<file path="src/rtl/mem_pkg.sv">
// -----------------------------------------------------------------------------
// mem_pkg
// Shared types and constants for the memory-stage load/store initiator.
//   state_t : initiator FSM states (IDLE, REQ, WAIT, DONE)
//   size_t  : access size (BYTE = 0, WORD = 1)
//   BE_WORD / BE_NONE : byte-enable patterns for full-word / no-lane accesses
//   is_misaligned() : a word access whose low address bits are not zero
// -----------------------------------------------------------------------------
package mem_pkg;

   typedef enum logic [1:0] {
      IDLE = 2'd0,
      REQ  = 2'd1,
      WAIT = 2'd2,
      DONE = 2'd3
   } state_t;

   typedef enum logic {
      BYTE = 1'b0,
      WORD = 1'b1
   } size_t;

   localparam logic [3:0] BE_WORD = 4'b1111;
   localparam logic [3:0] BE_NONE = 4'b0000;

   function automatic logic is_misaligned(input size_t size, input logic [1:0] lane);
      return (size == WORD) && (lane != 2'b00);
   endfunction

endpackage

</file>
<file path="src/rtl/mem_lane_align.sv">
// -----------------------------------------------------------------------------
// mem_lane_align
// Combinational lane steering between a byte-addressed access and a
// word-wide, little-endian data bus.
//   size        in   access size (BYTE / WORD)
//   lane        in   low two byte-address bits
//   store_data  in   store data from the pipeline
//   be          out  byte-lane enables for the request
//   lane_wdata  out  write data placed on the addressed lane(s)
//   word_rdata  in   aligned word returned by the responder
//   load_data   out  load result, byte loads zero-extended
// -----------------------------------------------------------------------------
module mem_lane_align
   import mem_pkg::*;
(
   input  size_t       size,
   input  logic [1:0]  lane,
   input  logic [31:0] store_data,
   output logic [3:0]  be,
   output logic [31:0] lane_wdata,
   input  logic [31:0] word_rdata,
   output logic [31:0] load_data
);

   // Byte k of the bus lives at bits [8k+7:8k] (little-endian).
   logic [7:0] rd_byte [4];

   genvar gi;
   generate
      for (gi = 0; gi < 4; gi++) begin : g_rd_lane
         assign rd_byte[gi] = word_rdata[8*gi +: 8];
      end
   endgenerate

   always_comb begin
      be         = BE_NONE;
      lane_wdata = 32'h0;
      load_data  = 32'h0;
      if (size == WORD) begin
         be         = BE_WORD;
         lane_wdata = store_data;
         load_data  = word_rdata;
      end else begin
         be         = 4'b0001 << lane;
         // Replicating the byte on every lane lets the enable alone pick it.
         lane_wdata = {4{store_data[7:0]}};
         load_data  = {24'h0, rd_byte[lane]};
      end
   end

endmodule

</file>
<file path="src/rtl/mem_access_unit.sv">
// -----------------------------------------------------------------------------
// mem_access_unit
// Memory-stage load/store initiator. Takes one access from ex_mem, issues it
// as a request/response transaction, stalls the pipeline while it is in
// flight and presents the result to mem_wb for one cycle.
//
// Optional feature: define MEM_TIMEOUT_EN to abandon a response wait after
// TIMEOUT_CYCLES cycles and report bus_error. Without it bus_error is 0 and
// the WAIT state only exits on a response or reset.
//
// Ports:
//   clk, reset                     clock, synchronous active-high reset
//   in_valid/in_addr/in_wdata      instruction from ex_mem
//   in_mem_read/in_mem_write       load / store (store wins)
//   in_word                        1 = word access, 0 = byte access
//   stall                          freeze earlier stages
//   out_valid/out_read_data        completion strobe and load result
//   misalign_fault/bus_error       completion status (only with out_valid)
//   mem_req_*                      request channel to the responder
//   mem_resp_valid/mem_resp_rdata  response channel from the responder
// -----------------------------------------------------------------------------
module mem_access_unit
   import mem_pkg::*;
#(
   parameter int ADDR_W         = 32,
   parameter int TIMEOUT_CYCLES = 64
)(
   input  logic              clk,
   input  logic              reset,
   input  logic              in_valid,
   input  logic [ADDR_W-1:0] in_addr,
   input  logic [31:0]       in_wdata,
   input  logic              in_mem_read,
   input  logic              in_mem_write,
   input  logic              in_word,
   output logic              stall,
   output logic              out_valid,
   output logic [31:0]       out_read_data,
   output logic              misalign_fault,
   output logic              bus_error,
   output logic              mem_req_valid,
   input  logic              mem_req_ready,
   output logic [ADDR_W-1:0] mem_req_addr,
   output logic              mem_req_we,
   output logic [3:0]        mem_req_be,
   output logic [31:0]       mem_req_wdata,
   input  logic              mem_resp_valid,
   input  logic [31:0]       mem_resp_rdata
);

   state_t            state_reg;
   logic              req_valid_reg;
   logic [ADDR_W-1:0] req_addr_reg;
   logic              req_we_reg;
   logic [3:0]        req_be_reg;
   logic [31:0]       req_wdata_reg;
   size_t             size_reg;
   logic [1:0]        lane_reg;
   logic              out_valid_reg;
   logic              misalign_reg;
   logic [31:0]       rdata_reg;

   logic  access;
   logic  misaligned;
   logic  legal;
   logic  timeout;
   size_t in_size;
   size_t align_size;
   logic [1:0]  align_lane;
   logic [3:0]  align_be;
   logic [31:0] align_wdata;
   logic [31:0] align_load;

   assign access     = in_valid & (in_mem_read | in_mem_write);
   assign in_size    = in_word ? WORD : BYTE;
   assign misaligned = access & is_misaligned(in_size, in_addr[1:0]);
   assign legal      = access & ~misaligned;

   // One aligner serves both directions: in IDLE it sizes the incoming store,
   // afterwards it formats the response using the latched size and lane.
   assign align_size = (state_reg == IDLE) ? in_size : size_reg;
   assign align_lane = (state_reg == IDLE) ? in_addr[1:0] : lane_reg;

   mem_lane_align u_align (
      .size       (align_size),
      .lane       (align_lane),
      .store_data (in_wdata),
      .be         (align_be),
      .lane_wdata (align_wdata),
      .word_rdata (mem_resp_rdata),
      .load_data  (align_load)
   );

   assign stall = (state_reg == REQ) || (state_reg == WAIT) ||
                  ((state_reg == IDLE) && legal);

`ifdef MEM_TIMEOUT_EN
   localparam int TMO_W = (TIMEOUT_CYCLES > 2) ? $clog2(TIMEOUT_CYCLES) : 1;

   logic [TMO_W-1:0] tmo_cnt_reg;
   logic             bus_error_reg;

   // Held at zero while the request is pending so it starts fresh in WAIT.
   always_ff @(posedge clk) begin
      if (reset) begin
         tmo_cnt_reg <= '0;
      end else if (state_reg == WAIT) begin
         tmo_cnt_reg <= tmo_cnt_reg + 1'b1;
      end else begin
         tmo_cnt_reg <= '0;
      end
   end

   assign timeout = (state_reg == WAIT) &&
                    (tmo_cnt_reg == TMO_W'(TIMEOUT_CYCLES - 1));

   // A response in the last WAIT cycle still wins over the timeout.
   always_ff @(posedge clk) begin
      if (reset) begin
         bus_error_reg <= 1'b0;
      end else begin
         bus_error_reg <= timeout & ~mem_resp_valid;
      end
   end

   assign bus_error = bus_error_reg;
`else
   assign timeout   = 1'b0;
   assign bus_error = 1'b0;
`endif

   always_ff @(posedge clk) begin
      if (reset) begin
         state_reg     <= IDLE;
         req_valid_reg <= 1'b0;
         req_addr_reg  <= '0;
         req_we_reg    <= 1'b0;
         req_be_reg    <= BE_NONE;
         req_wdata_reg <= 32'h0;
         size_reg      <= BYTE;
         lane_reg      <= 2'b00;
         out_valid_reg <= 1'b0;
         misalign_reg  <= 1'b0;
         rdata_reg     <= 32'h0;
      end else begin
         // Completion outputs are single-cycle pulses.
         out_valid_reg <= 1'b0;
         misalign_reg  <= 1'b0;
         rdata_reg     <= 32'h0;
         case (state_reg)
            IDLE: begin
               if (legal) begin
                  state_reg     <= REQ;
                  req_valid_reg <= 1'b1;
                  req_addr_reg  <= {in_addr[ADDR_W-1:2], 2'b00};
                  req_we_reg    <= in_mem_write;
                  req_be_reg    <= align_be;
                  req_wdata_reg <= align_wdata;
                  size_reg      <= in_size;
                  lane_reg      <= in_addr[1:0];
               end else if (in_valid) begin
                  // Non-access or misaligned word: complete locally, no bus traffic.
                  out_valid_reg <= 1'b1;
                  misalign_reg  <= misaligned;
               end
            end
            REQ: begin
               // Any response seen here is a responder protocol error and is dropped.
               if (mem_req_ready) begin
                  req_valid_reg <= 1'b0;
                  state_reg     <= WAIT;
               end
            end
            WAIT: begin
               if (mem_resp_valid) begin
                  state_reg     <= DONE;
                  out_valid_reg <= 1'b1;
                  rdata_reg     <= req_we_reg ? 32'h0 : align_load;
               end else if (timeout) begin
                  state_reg     <= DONE;
                  out_valid_reg <= 1'b1;
               end
            end
            DONE: begin
               state_reg <= IDLE;
            end
            default: begin
               state_reg <= IDLE;
            end
         endcase
      end
   end

   assign out_valid      = out_valid_reg;
   assign out_read_data  = rdata_reg;
   assign misalign_fault = misalign_reg;
   assign mem_req_valid  = req_valid_reg;
   assign mem_req_addr   = req_addr_reg;
   assign mem_req_we     = req_we_reg;
   assign mem_req_be     = req_be_reg;
   assign mem_req_wdata  = req_wdata_reg;

endmodule
</file>
<file path="config.mk">
export PLATFORM = sky130hd
export DESIGN_NAME = mem_access_unit
export DESIGN_NICKNAME = d
export VERILOG_FILES = /design/src/rtl/mem_pkg.sv /design/src/rtl/mem_lane_align.sv /design/src/rtl/mem_access_unit.sv
export SDC_FILE = /design/constraint.sdc
export NUM_CORES = 1
export LEC_CHECK = 0
export ABC_CLOCK_PERIOD_IN_PS = 2100
export CAP_MARGIN = 10
export CORE_MARGIN = 2
export CORE_UTILIZATION = 39
export DETAILED_ROUTE_END_ITERATION = 6
export PLACE_DENSITY_LB_ADDON = 0.08
export SLEW_MARGIN = 20
export SYNTH_ARGS = -nofsm -noshare
export SYNTH_HDL_FRONTEND = slang
export SYNTH_SLANG_ARGS = --single-unit
</file>
<file path="constraint.sdc">
create_clock -name clk -period 2.1 [get_ports clk]
set_input_delay 0.42 -clock clk [delete_from_list [all_inputs] [get_ports clk]]
set_output_delay 0.42 -clock clk [all_outputs]
set_load 0.05 [all_outputs]
</file>
---- Yosys cells after proc, flatten, opt, wreduce, memory -nomap -nowiden ----
Index checks and enable logic that the tools add are counted.
operators by class
  order comparisons ....................... 1
  equality and inequality tests ........... 6
  shift operators ......................... 1
  multiplexer cells ....................... 20
  bitwise logic cells ..................... 11
  reduce and logical (&&, ||, !) cells .... 13
operators by type and width
  operator                                              number
  two-way mux 32 bit                                    1
  two-way mux 8 bit                                     3
  binary-select mux 8 bit (select 2 bit)                1
  two-way mux 2 bit                                     4
  one-hot mux 2 bit (4 select lines)                    1
  OR reduction 4 bit                                    2
  two-way mux 1 bit                                     7
  inequality test 2 bit (second input constant)         3
  NOT 1 bit                                             6
  AND reduction 3 bit                                   2
  OR reduction 5 bit                                    1
  equality test 2 bit (second input constant)           2
  two-way mux 4 bit                                     1
  one-hot mux 1 bit (2 select lines)                    2
  nonzero test 2 bit                                    2
  left shift 1 x 2 -> 4 bit (first input constant)      1
  bitwise AND 1 bit                                     3
  >= comparator 3 bit (second input constant)           1
  NOT 2 -> 3 bit                                        1
  equality test 2 x 1 -> 1 bit (second input constant)  1
  logical AND 1 bit                                     2
  logical NOT 2 bit                                     1
  logical OR 1 bit                                      2
  AND reduction 2 bit                                   1
  OR 1 bit                                              1
storage, ports and cells
  bits in registers ....................... 107
  input bits .............................. 104
  output and inout port bits .............. 106

---- Depth between registers and ports, before layout ----
Gate-level depths: netlist of the first run.
  depth after elaboration ................. 7
  gate-level depth with buffers ........... 10

---- By module ----
From an unflattened synthesis of the first run, not the netlist that was laid out.
second synthesis, totals
  cell total of the unflattened synthesis .. 550
  area, all modules ....................... 4574.4 sq um
modules (own cells, without submodules)
  module           times used  cells an instance  area an instance (sq um)  sequential area each (sq um)
  mem_access_unit  1           413                3644.7                    2142.1
  mem_lane_align   1           137                929.6                     0.0

---- Worst setup path after synthesis of the first run ----
OpenSTA, ideal clock, no wires.
  path kind ............................... register -> output
  from .................................... register state_reg[0]
  to ...................................... output port stall
  arrival ................................. 1.465 ns
  required time ........................... 1.680 ns
  setup slack ............................. 0.215 ns
  stages on the path, launching flop included .. 8
  path buffers ............................ 2
  path through ............................ dfxtp_1 inv_1 ha_1 buf_6 o211ai_1 nand2b_1 buf_2 nand2b_1
between the ends
  longest elaborated chain between the ends .. 3
  elaborated cells between the ends (all ways) .. 6
RTL lines
  what                                                          RTL line                                      RTL
  start, declared                                               mem_access_unit.sv:51                         state_t state_reg;
  start signal, assigned                                        mem_access_unit.sv:134                        state_reg <= IDLE;
  start signal, assigned                                        mem_access_unit.sv:153                        state_reg <= REQ;
  start signal, assigned                                        mem_access_unit.sv:171                        state_reg <= WAIT;
  equality test 2 x 1 -> 1 bit, or another cell as far along    mem_access_unit.sv:94                         assign stall = (state_reg == REQ) || (state_reg == WAIT) ||
  logical OR 1 bit / logical AND 1 bit (equally long branches)  mem_access_unit.sv:94, mem_access_unit.sv:95
  logical OR 1 bit *                                            mem_access_unit.sv:94
  end, declared                                                 mem_access_unit.sv:36                         output logic stall,
Every way passes the cells marked *; elsewhere a longest branch is shown, timed or not.

---- Worst setup path after layout of the first run ----
  from .................................... register state_reg[1]
  to ...................................... output port stall
The elaborated chain is that of the path after synthesis.

==> flow_metrics.py, run 1 <==
metrics = {
    "cells_and_area": {
        "final_area_um2": 6530,
        "area_delta_synth_final_pct": 63.3,
        "fin_nets": 776,
        "ff_latch_area_um2": 2140,
        "drive_gt1_share_pct": 8.77,
        "diodes": 0,
        "multi_input_area_um2": 1700,
        "final.fill_count": 824,
        "layout_common_cells": "clkdlybuf4s50_1, nand2_1, dfxtp_1",
        "mostFrequentLayoutCell": "clkdlybuf4s50_1",
    },
    "global_routing": {
        "grt_pass1_vias": 3718,
        "grt_pass1_wl_mm": 17.9,
        "grt_max_degree": 78,
        "antenna_found_initial": 0,
        "grt_overflow": 0,
        "grt_usage_pct": 20.1,
    },
    "drt": {
        "drtIter0Drc": 178,
        "viasPerCell": 4.74,
        "first_pass_iters": 4,
        "wl_per_cell_um": 14.1,
        "antenna_left": 0,
        "remaining_drc_errors": 0,
        "vias": 3823,
        "wl_mm": 11.3,
    },
    "floorplan": {
        "io_pins": 210,
        "dieArea_um2": 11100,
        "coreArea_um2": 9860,
        "initial_core_util_pct": 40.5,
        "die_w_um": 105,
        "die_y_um": 105,
        "num_rows": 36,
    },
    "clocking": {
        "h-tree-depth": 3,
        "clk_latency_ns": 0.35,
        "cts_hold_buffers": 0,
        "cts_tree": "yes",
        "cts_buffer_depth": 2,
        "root_buffer": "clkbuf_8",
        "cts_made_buffers": 9,
        "clk_pin_slew_ns": 0.09,
        "cts.sinks": 107,
    },
    "worst_setup_path": {
        "critPathKind": "reg -> out",
        "cp-start-kind": "flop",
        "critPathMaxFanout": 5,
        "end_kind": "output pin",
        "rrSetupSlack_ns": 0.14,
        "required_ns": 1.68,
        "arrival_ns": 1.59,
    },
    "timing": {
        "finalSetupViolCount": 0,
        "worst_slew_pin_slew_ns": 0.777,
        "finalSetupTns_ns": 0,
        "drv_slew": 0,
        "rsz0062_at_grt": "false",
        "max_freq_mhz": 498,
        "slew_headroom_pct": 48.2,
        "hold_violations": 0,
        "skew_ns": 0.00905,
        "period_minus_slack_ns": 2.01,
        "min_period_over_period_pct": 95.5,
    },
    "synthesis": {
        "ys_ff_latch": 107,
        "yosysWarnings": 0,
        "synthDistinctLibCells": 32,
        "yosysSeqAreaShare_pct": 53.6,
        "synth_cells": 457,
        "syn-cell-area_um2": 4000,
        "syn-mean-instance-area_um2": 8.75,
    },
    "hold_path": {
        "hp-class": "reg -> reg",
    },
    "power": {
        "peakVddDrop_v": 0.000535,
        "total_power_mw": 6.50,
        "power_density_nw_per_um2": 996,
        "leakage_nw": 2.40,
    },
    "placement": {
        "io_buffers": 206,
        "globalplace.congestion": 0.805,
        "dp_hpwl_mm": 8.44,
        "post_dp_cell_area_um2": 6300,
    },
    "status": {
        "outcome": "finished clean",
    },
    "run": {
        "drv_cap": 0,
    },
}
## logic make-up (layout without fill, tap and decap cells)
logic type,count (synthesis),after routing,share of synthesized area (%)
flip-flops,107,107,53.6
other,1,3,0.0938
adder cells (fa/ha/maj),3,3,0.939
AND/OR/NAND/NOR,207,207,21.9
multiplexers,7,7,2.22
buffers and inverters,38,252,4.91
AO/OA/AOI/OAI,94,94,16.3
## worst paths after layout
path / startpoint / to / cells past startpoint
setup / recovery: state_reg[1] / stall / 6
hold / removal: mem_req_addr[24] / mem_req_addr[24] / 2
setup reg to reg: state_reg[1] / out_read_data[7] / 8
hold reg to reg: mem_req_addr[24] / mem_req_addr[24] / 2
## synth_stat cells
| master | n | area share, % |
|---|---|---|
| nor3_2 | 1 | 0.25 |
| buf_4 | 8 | 1.5 |
| a21oi_1 | 43 | 5.4 |
| nand2_1 | 135 | 13 |
| nor2b_1 | 2 | 0.31 |
| ha_1 | 3 | 0.94 |
| a21oi_2 | 8 | 1.8 |
| o211ai_1 | 2 | 0.38 |
| a211oi_1 | 1 | 0.19 |
| mux2i_4 | 1 | 0.56 |
| mux2_2 | 1 | 0.28 |
| mux2_4 | 1 | 0.38 |
| nor3_1 | 4 | 0.50 |
| a311oi_1 | 25 | 5.5 |
| buf_6 | 2 | 0.56 |
| inv_1 | 4 | 0.38 |
| dfxtp_1 | 107 | 54 |
| a221o_1 | 8 | 2.0 |
| nand2b_1 | 5 | 0.78 |
| or3_1 | 1 | 0.16 |
| a221oi_1 | 1 | 0.22 |
| mux2i_1 | 4 | 1.0 |
| nor2_1 | 34 | 3.2 |
| conb_1 | 1 | 0.094 |
| o22ai_1 | 1 | 0.16 |
| o21a_1 | 1 | 0.19 |
| nand4bb_1 | 1 | 0.28 |
| clkbuf_1 | 17 | 1.6 |
| buf_2 | 7 | 0.88 |
| a32oi_1 | 1 | 0.22 |
| o21ai_0 | 3 | 0.38 |
| and2_1 | 24 | 3.8 |
## power breakdown
part / total [mW] / internal [mW] / switching, mW / leakage [nW]
Clock: 1.21 / 0.547 / 0.665 / 0.0816
Sequential: 2.38 / 2.26 / 0.118 / 0.871
Combinational: 2.91 / 1.16 / 1.75 / 1.45
## what timing repair did
| action | CTS | global route |
|---|---|---|
| cloned | 0 | 0 |
| setup buffers | 3 | 0 |
| setup endpoints to repair | 9 | 9 |
| pin swaps | 1 | 0 |
| resized for setup | 2 | 3 |
## final cells by class
class	instances	share of cell area, %
clock buffers	11	2.01
clock inverters	4	0.805
inverters	4	0.230
multi-input cells	314	26.0
flip-flops and latches	107	32.8
well taps	133	2.55
repair buffers	233	35.5
## through the flow
stage / worst slack [ns] / utilization [%] / hold WS, ns / std cells
after floorplan: 0.215 / - / 0.436 / 459
after global placement: -0.217 / 63.8 / 0.441 / 788
after detailed placement: -0.0693 / 63.9 / 0.448 / 788
after CTS: 0.0277 / 66.1 / 0.461 / 806
after global routing: 0.00754 / 66.2 / 0.478 / 806
final: 0.0940 / 66.2 / 0.459 / 806
## critical path, stage by stage (launching register included)
cell	delay [ns]
dfxtp_1	0.34
inv_1	0.12
ha_4	0.17
o211ai_1	0.10
nand2b_2	0.22
nand2b_1	0.14
buf_12	0.15
## metal layers
metal  vias to the layer above  share of wire, %  global-route usage, %
li1                       1948                 -                      -
met1                      1730                41                   23.4
met2                       129                49                   34.5
met3                        16               7.6                   6.00
met4                         0               2.0                   7.62
met5                         -                 0                      0
Power figures use the tool's default switching activity.
==> run 2, diff against run 1 <==
--- a/config.mk
+++ b/config.mk
@@ -9,9 +9,9 @@
 export CAP_MARGIN = 10
 export CORE_MARGIN = 2
 export CORE_UTILIZATION = 39
+export CTS_CLUSTER_SIZE = 8
 export DETAILED_ROUTE_END_ITERATION = 6
 export PLACE_DENSITY_LB_ADDON = 0.08
-export SLEW_MARGIN = 20
 export SYNTH_ARGS = -nofsm -noshare
 export SYNTH_HDL_FRONTEND = slang
 export SYNTH_SLANG_ARGS = --single-unit
==> run 2 against run 1 <==
Compared with the run above: hold slack worse by 0.00051 ns; die area unchanged; largest cell class unchanged; sequential share of layout area up 0.082 points; fmax shrank 0.67%; count of clock-buffer cells in the layout unchanged; final cell count decreased by 0.12%; worst setup slack got worse by 0.014 ns; core utilization shrank 0.16 points; via count increased by 0.58%; clock skew about the same.
==> flow_metrics.py, run 2 (same netlist as run 1, synthesis figures left out) <==
metrics = {
    "status": {
        "outcome": "finished clean",
    },
    "floorplan": {
        "num_rows": 36,
        "initial_core_util_pct": 40.5,
        "die_y_um": 105,
        "die_w_um": 105,
        "dieArea_um2": 11100,
        "coreArea_um2": 9860,
        "io_pins": 210,
    },
    "worst_setup_path": {
        "arrival_ns": 1.60,
        "rr_endpoint": "out_read_data[5]",
        "r2r_start": "state_reg[1]",
        "critPathKind": "reg -> out",
        "rrSetupSlack_ns": 0.13,
        "required_ns": 1.68,
        "critPathMaxFanout": 5,
        "r2r_cells": 8,
        "cp-start-kind": "flop",
        "end_kind": "output pin",
    },
    "drt": {
        "vias": 3845,
        "wl_mm": 11.3,
        "first_pass_iters": 4,
        "wl_per_cell_um": 14.1,
        "antenna_left": 0,
        "remaining_drc_errors": 0,
        "viasPerCell": 4.78,
        "drtIter0Drc": 144,
    },
    "placement": {
        "dp_hpwl_mm": 8.47,
        "io_buffers": 206,
        "place_ws_ns": -0.228,
        "post_dp_cell_area_um2": 6300,
        "globalplace.congestion": 0.805,
        "post-place-cells": 788,
    },
    "clocking": {
        "cts.sinks": 107,
        "clk_latency_ns": 0.36,
        "clk_pin_slew_ns": 0.09,
        "cts_hold_buffers": 0,
        "cts_buffer_depth": 2,
        "cts_tree": "yes",
        "h-tree-depth": 3,
        "root_buffer": "clkbuf_8",
        "cts_made_buffers": 9,
    },
    "timing": {
        "finalSetupTns_ns": 0,
        "worst_slew_pin_slew_ns": 0.780,
        "period_minus_slack_ns": 2.02,
        "final.setup.worst_slack_ns": 0.0804,
        "min_period_over_period_pct": 96.2,
        "drv_slew": 0,
        "skew_ns": 0.00888,
        "max_freq_mhz": 495,
        "hold_violations": 0,
        "slew_headroom_pct": 48.0,
        "finalSetupViolCount": 0,
    },
    "global_routing": {
        "grt_max_degree": 78,
        "antenna_found_initial": 0,
        "grt_usage_pct": 20.1,
        "grt_pass1_wl_mm": 18.1,
        "grt_overflow": 0,
        "grt_pass1_vias": 3722,
    },
    "cells_and_area": {
        "drive_gt1_share_pct": 8.48,
        "final.fill_count": 836,
        "mostFrequentLayoutCell": "clkdlybuf4s50_1",
        "final_area_um2": 6510,
        "fin_nets": 775,
        "layout.cells.non_filler": 805,
        "layout_common_cells": "clkdlybuf4s50_1, nand2_1, dfxtp_1",
        "diodes": 0,
        "multi_input_area_um2": 1690,
        "area_delta_synth_final_pct": 62.9,
        "ff_latch_area_um2": 2140,
    },
    "hold_path": {
        "min-delay-start": "mem_req_addr[30]",
        "hp-class": "reg -> reg",
        "holdPathStages": 2,
        "whs_endpoint": "mem_req_addr[30]",
    },
    "power": {
        "peakVddDrop_v": 0.000441,
        "leakage_nw": 2.39,
        "power_density_nw_per_um2": 994,
    },
    "run": {
        "drv_cap": 0,
    },
}
-- run 2: worst max-delay path by stage --
stage	start	to	slack [ns]	cells past startpoint
3_3_place_gp	mem_resp_valid	out_read_data[19]	-0.22	4
6_report	state_reg[1]	stall	0.08	6
3_5_place_dp	mem_resp_valid	out_read_data[18]	-0.23	4
2_1_floorplan	state_reg[0]	stall	0.22	7
5_1_grt	state_reg[1]	stall	-0.0006	6
4_1_cts	state_reg[0]	stall	-0.009	6
-- run 2: critical path, cell delays in order, from the launching register on --
cell and delay [ns]:
dfxtp_1 0.34, inv_1 0.12, ha_4 0.18, o211ai_1 0.10, nand2b_2 0.22, nand2b_1 0.14
buf_12 0.15
-- run 2: final cells by class --
type                            instances  area share (%)
Clock inverter                          4           0.807
Inverter                                4           0.231
Sequential cell                       107            32.9
Tap cell                              133            2.56
Clock buffer                           11            2.02
Multi-Input combinational cell        314            26.0
Timing Repair Buffer                  232            35.5
-- run 2: report_power, final --
part	leakage [nW]	internal, mW	switching [mW]	total, mW
Clock	0.0816	0.547	0.672	1.22
Combinational	1.44	1.14	1.73	2.87
Sequential	0.871	2.26	0.117	2.38
-- run 2: repair_timing --
| item | in CTS | in global routing |
|---|---|---|
| hold endpoints to repair | 0 | 0 |
| gates resized for setup | 3 | 1 |
| pin swaps | 0 | 1 |
| setup buffers | 0 | 2 |
| setup endpoints to repair | 33 | 6 |
-- run 2: routing by layer --
layer | vias up | global-route usage [%] | share of wire (%)
li1 | 1945 | - | -
met1 | 1751 | 23.7 | 41
met2 | 133 | 34.9 | 49
met3 | 16 | 5.94 | 7.8
met4 | 0 | 6.67 | 1.7
met5 | - | 0 | 0
-- run 2: per-stage QoR --
step	hold slack, ns	utilization [%]	total power [mW]
2_1_floorplan	0.436	-	4.19
3_3_place_gp	0.441	63.8	5.21
3_5_place_dp	0.446	63.8	5.25
4_1_cts	0.460	65.9	6.50
5_1_grt	0.483	66.0	6.83
6_report	0.459	66.0	6.47
==> run 3, diff against run 2 <==
--- a/config.mk
+++ b/config.mk
@@ -8,9 +8,10 @@
 export ABC_CLOCK_PERIOD_IN_PS = 2100
 export CAP_MARGIN = 10
 export CORE_MARGIN = 2
-export CORE_UTILIZATION = 39
+export CORE_UTILIZATION = 55
 export CTS_CLUSTER_SIZE = 8
 export DETAILED_ROUTE_END_ITERATION = 6
+export DONT_BUFFER_PORTS = 1
 export PLACE_DENSITY_LB_ADDON = 0.08
 export SYNTH_ARGS = -nofsm -noshare
 export SYNTH_HDL_FRONTEND = slang
==> run 3 against run 2 <==
Compared with the run above: final cell count shrank 31%; largest cell class is now registers; critical endpoint unchanged; sequential cell count is the same; largest power group is now sequential cells; fmax grew 1.6%; highest routed layer unchanged.
==> flow_metrics.py, run 3 (same netlist as run 1, synthesis figures left out) <==
metrics = {
    "clocking": {
        "cts_tree": "yes",
        "clk_latency_ns": 0.37,
        "clk_pin_slew_ns": 0.11,
        "cts.sinks": 107,
        "cts_made_buffers": 9,
        "cts_buffer_depth": 2,
        "root_buffer": "clkbuf_8",
        "h-tree-depth": 3,
    },
    "worst_setup_path": {
        "crit_path_max_incr_delay_ns": 0.34,
        "crit_chain": "inv_1, ha_4, o211ai_1, nand2b_1, nand2b_1, buf_6",
        "critPathMaxFanout": 8,
        "arrival_ns": 1.57,
        "end_kind": "output pin",
        "required_ns": 1.68,
        "cp-start-kind": "flop",
        "slowest_stage": "dfxtp_1",
        "critPathKind": "reg -> out",
        "worst_path_most_repeated_cell": "nand2b_1",
    },
    "drt": {
        "routed.top_layer": "met4",
        "wl_met1_mm": 3.65,
        "vias": 3030,
        "wl_met3_mm": 1.03,
        "drtIter0Drc": 149,
        "remaining_drc_errors": 0,
        "first_pass_iters": 4,
        "wl_mm": 9.38,
        "antenna_left": 0,
        "wl_met2_mm": 4.55,
        "viasPerCell": 5.48,
        "wl_per_cell_um": 17.0,
    },
    "floorplan": {
        "coreArea_um2": 7140,
        "initial_core_util_pct": 56.0,
        "die_w_um": 89.3,
        "io_pins": 210,
        "die_y_um": 89.3,
        "num_rows": 31,
        "dieArea_um2": 7970,
    },
    "cells_and_area": {
        "final.fill_count": 664,
        "diodes": 0,
        "layout_common_cells": "nand2_1, dfxtp_1, a21oi_1",
        "multi_input_area_um2": 1700,
        "ff_latch_area_um2": 2140,
        "fin_nets": 556,
        "mostFrequentLayoutCell": "nand2_1",
        "drive_gt1_share_pct": 10.1,
        "area_delta_synth_final_pct": 7.57,
    },
    "power": {
        "peakVddDrop_v": 0.000611,
        "leakage_nw": 1.58,
        "power_density_nw_per_um2": 1320,
    },
    "hold_path": {
        "hp-class": "in -> reg",
    },
    "timing": {
        "max_freq_mhz": 503,
        "final.setup.worst_slack_ns": 0.112,
        "fin_hold_ws_ns": 0.115,
        "drv_slew": 0,
        "min_period_over_period_pct": 94.7,
        "hold_violations": 0,
        "finalSetupViolCount": 0,
        "period_minus_slack_ns": 1.99,
        "worst_slew_pin_slew_ns": 0.669,
        "skew_ns": 0.0200,
        "rsz0062_at_grt": "false",
        "slew_headroom_pct": 55.4,
    },
    "placement": {
        "dp_hpwl_mm": 6.83,
        "io_buffers": 0,
        "place_ws_ns": -0.106,
        "globalplace.congestion": 0.795,
    },
    "global_routing": {
        "grt_usage_pct": 21.8,
        "antenna_found_initial": 0,
        "grt_pass1_vias": 2627,
        "grt_max_degree": 79,
        "grt_overflow": 0,
        "grt_pass1_wl_mm": 13.3,
    },
    "status": {
        "outcome": "finished clean",
    },
    "run": {
        "drv_cap": 0,
    },
}
run 3: cell types whose count changed in the layout (fill, tap and decap cells not counted), sizes merged, moves of 2 or more:
cell,previous run,this run
clkdlybuf4s50,204,0
buf,28,13
clkbuf,11,9
inv,4,7
clkinv,0,2
run 3: layout make-up:
class,instances,area share [%]
Clock buffer,9,2.88
Clock inverter,7,1.66
Inverter,4,0.349
Multi-Input combinational cell,314,39.5
Sequential cell,107,49.8
Tap cell,99,2.88
Timing Repair Buffer,13,2.94
run 3: power breakdown:
part / internal (mW) / switching, mW
clock: 0.465 / 0.749
sequential: 2.26 / 0.890
combinational: 0.526 / 0.805
total: 3.25 / 2.44
run 3: worst max-delay path, delay by kind of cell, from the launching register on:
| family | cells | cell delay (ns) |
|---|---|---|
| AO/OA/AOI/OAI | 1 | 0.11 |
| adder cells (fa/ha/maj) | 1 | 0.20 |
| buffers and inverters | 2 | 0.27 |
| flip-flops | 1 | 0.34 |
| AND/OR/NAND/NOR | 2 | 0.30 |
run 3: path summary, 6_finish.rpt:
check | start | endpoint | slack (ns) | cells past startpoint
hold reg to reg | lane_reg[1] | lane_reg[1] | 0.46 | 2
setup reg to reg | state_reg[0] | out_read_data[4] | 0.18 | 7
setup / recovery | state_reg[0] | stall | 0.11 | 6
hold / removal | reset | mem_req_addr[5] | 0.11 | 1
run 3: metrics by stage:
step	power [mW]	setup TNS, ns	cells	instance area [um2]	utilization (%)
floorplan	4.19	0	459	4010	-
global placement	4.41	-0.0838	535	4060	56.9
detailed placement	4.45	-0.784	535	4060	56.9
CTS	5.68	0	552	4280	59.9
global route	5.98	0	553	4300	60.3
finish	5.70	0	553	4300	60.3
run 3: timing repair:
action | in CTS | in global routing
endpoints found under the setup margin | 25 | 33
buffers inserted | 1 | 1
gates resized for setup | 2 | 5
hold buffers | 0 | 0
pin swaps | 1 | 1
run 3: per-layer routing:
metal	GRT usage, %	up-vias
met3	8.31	11
met1	26.1	1356
met2	36.2	152
li1	-	1511
met4	7.19	0
met5	0	-
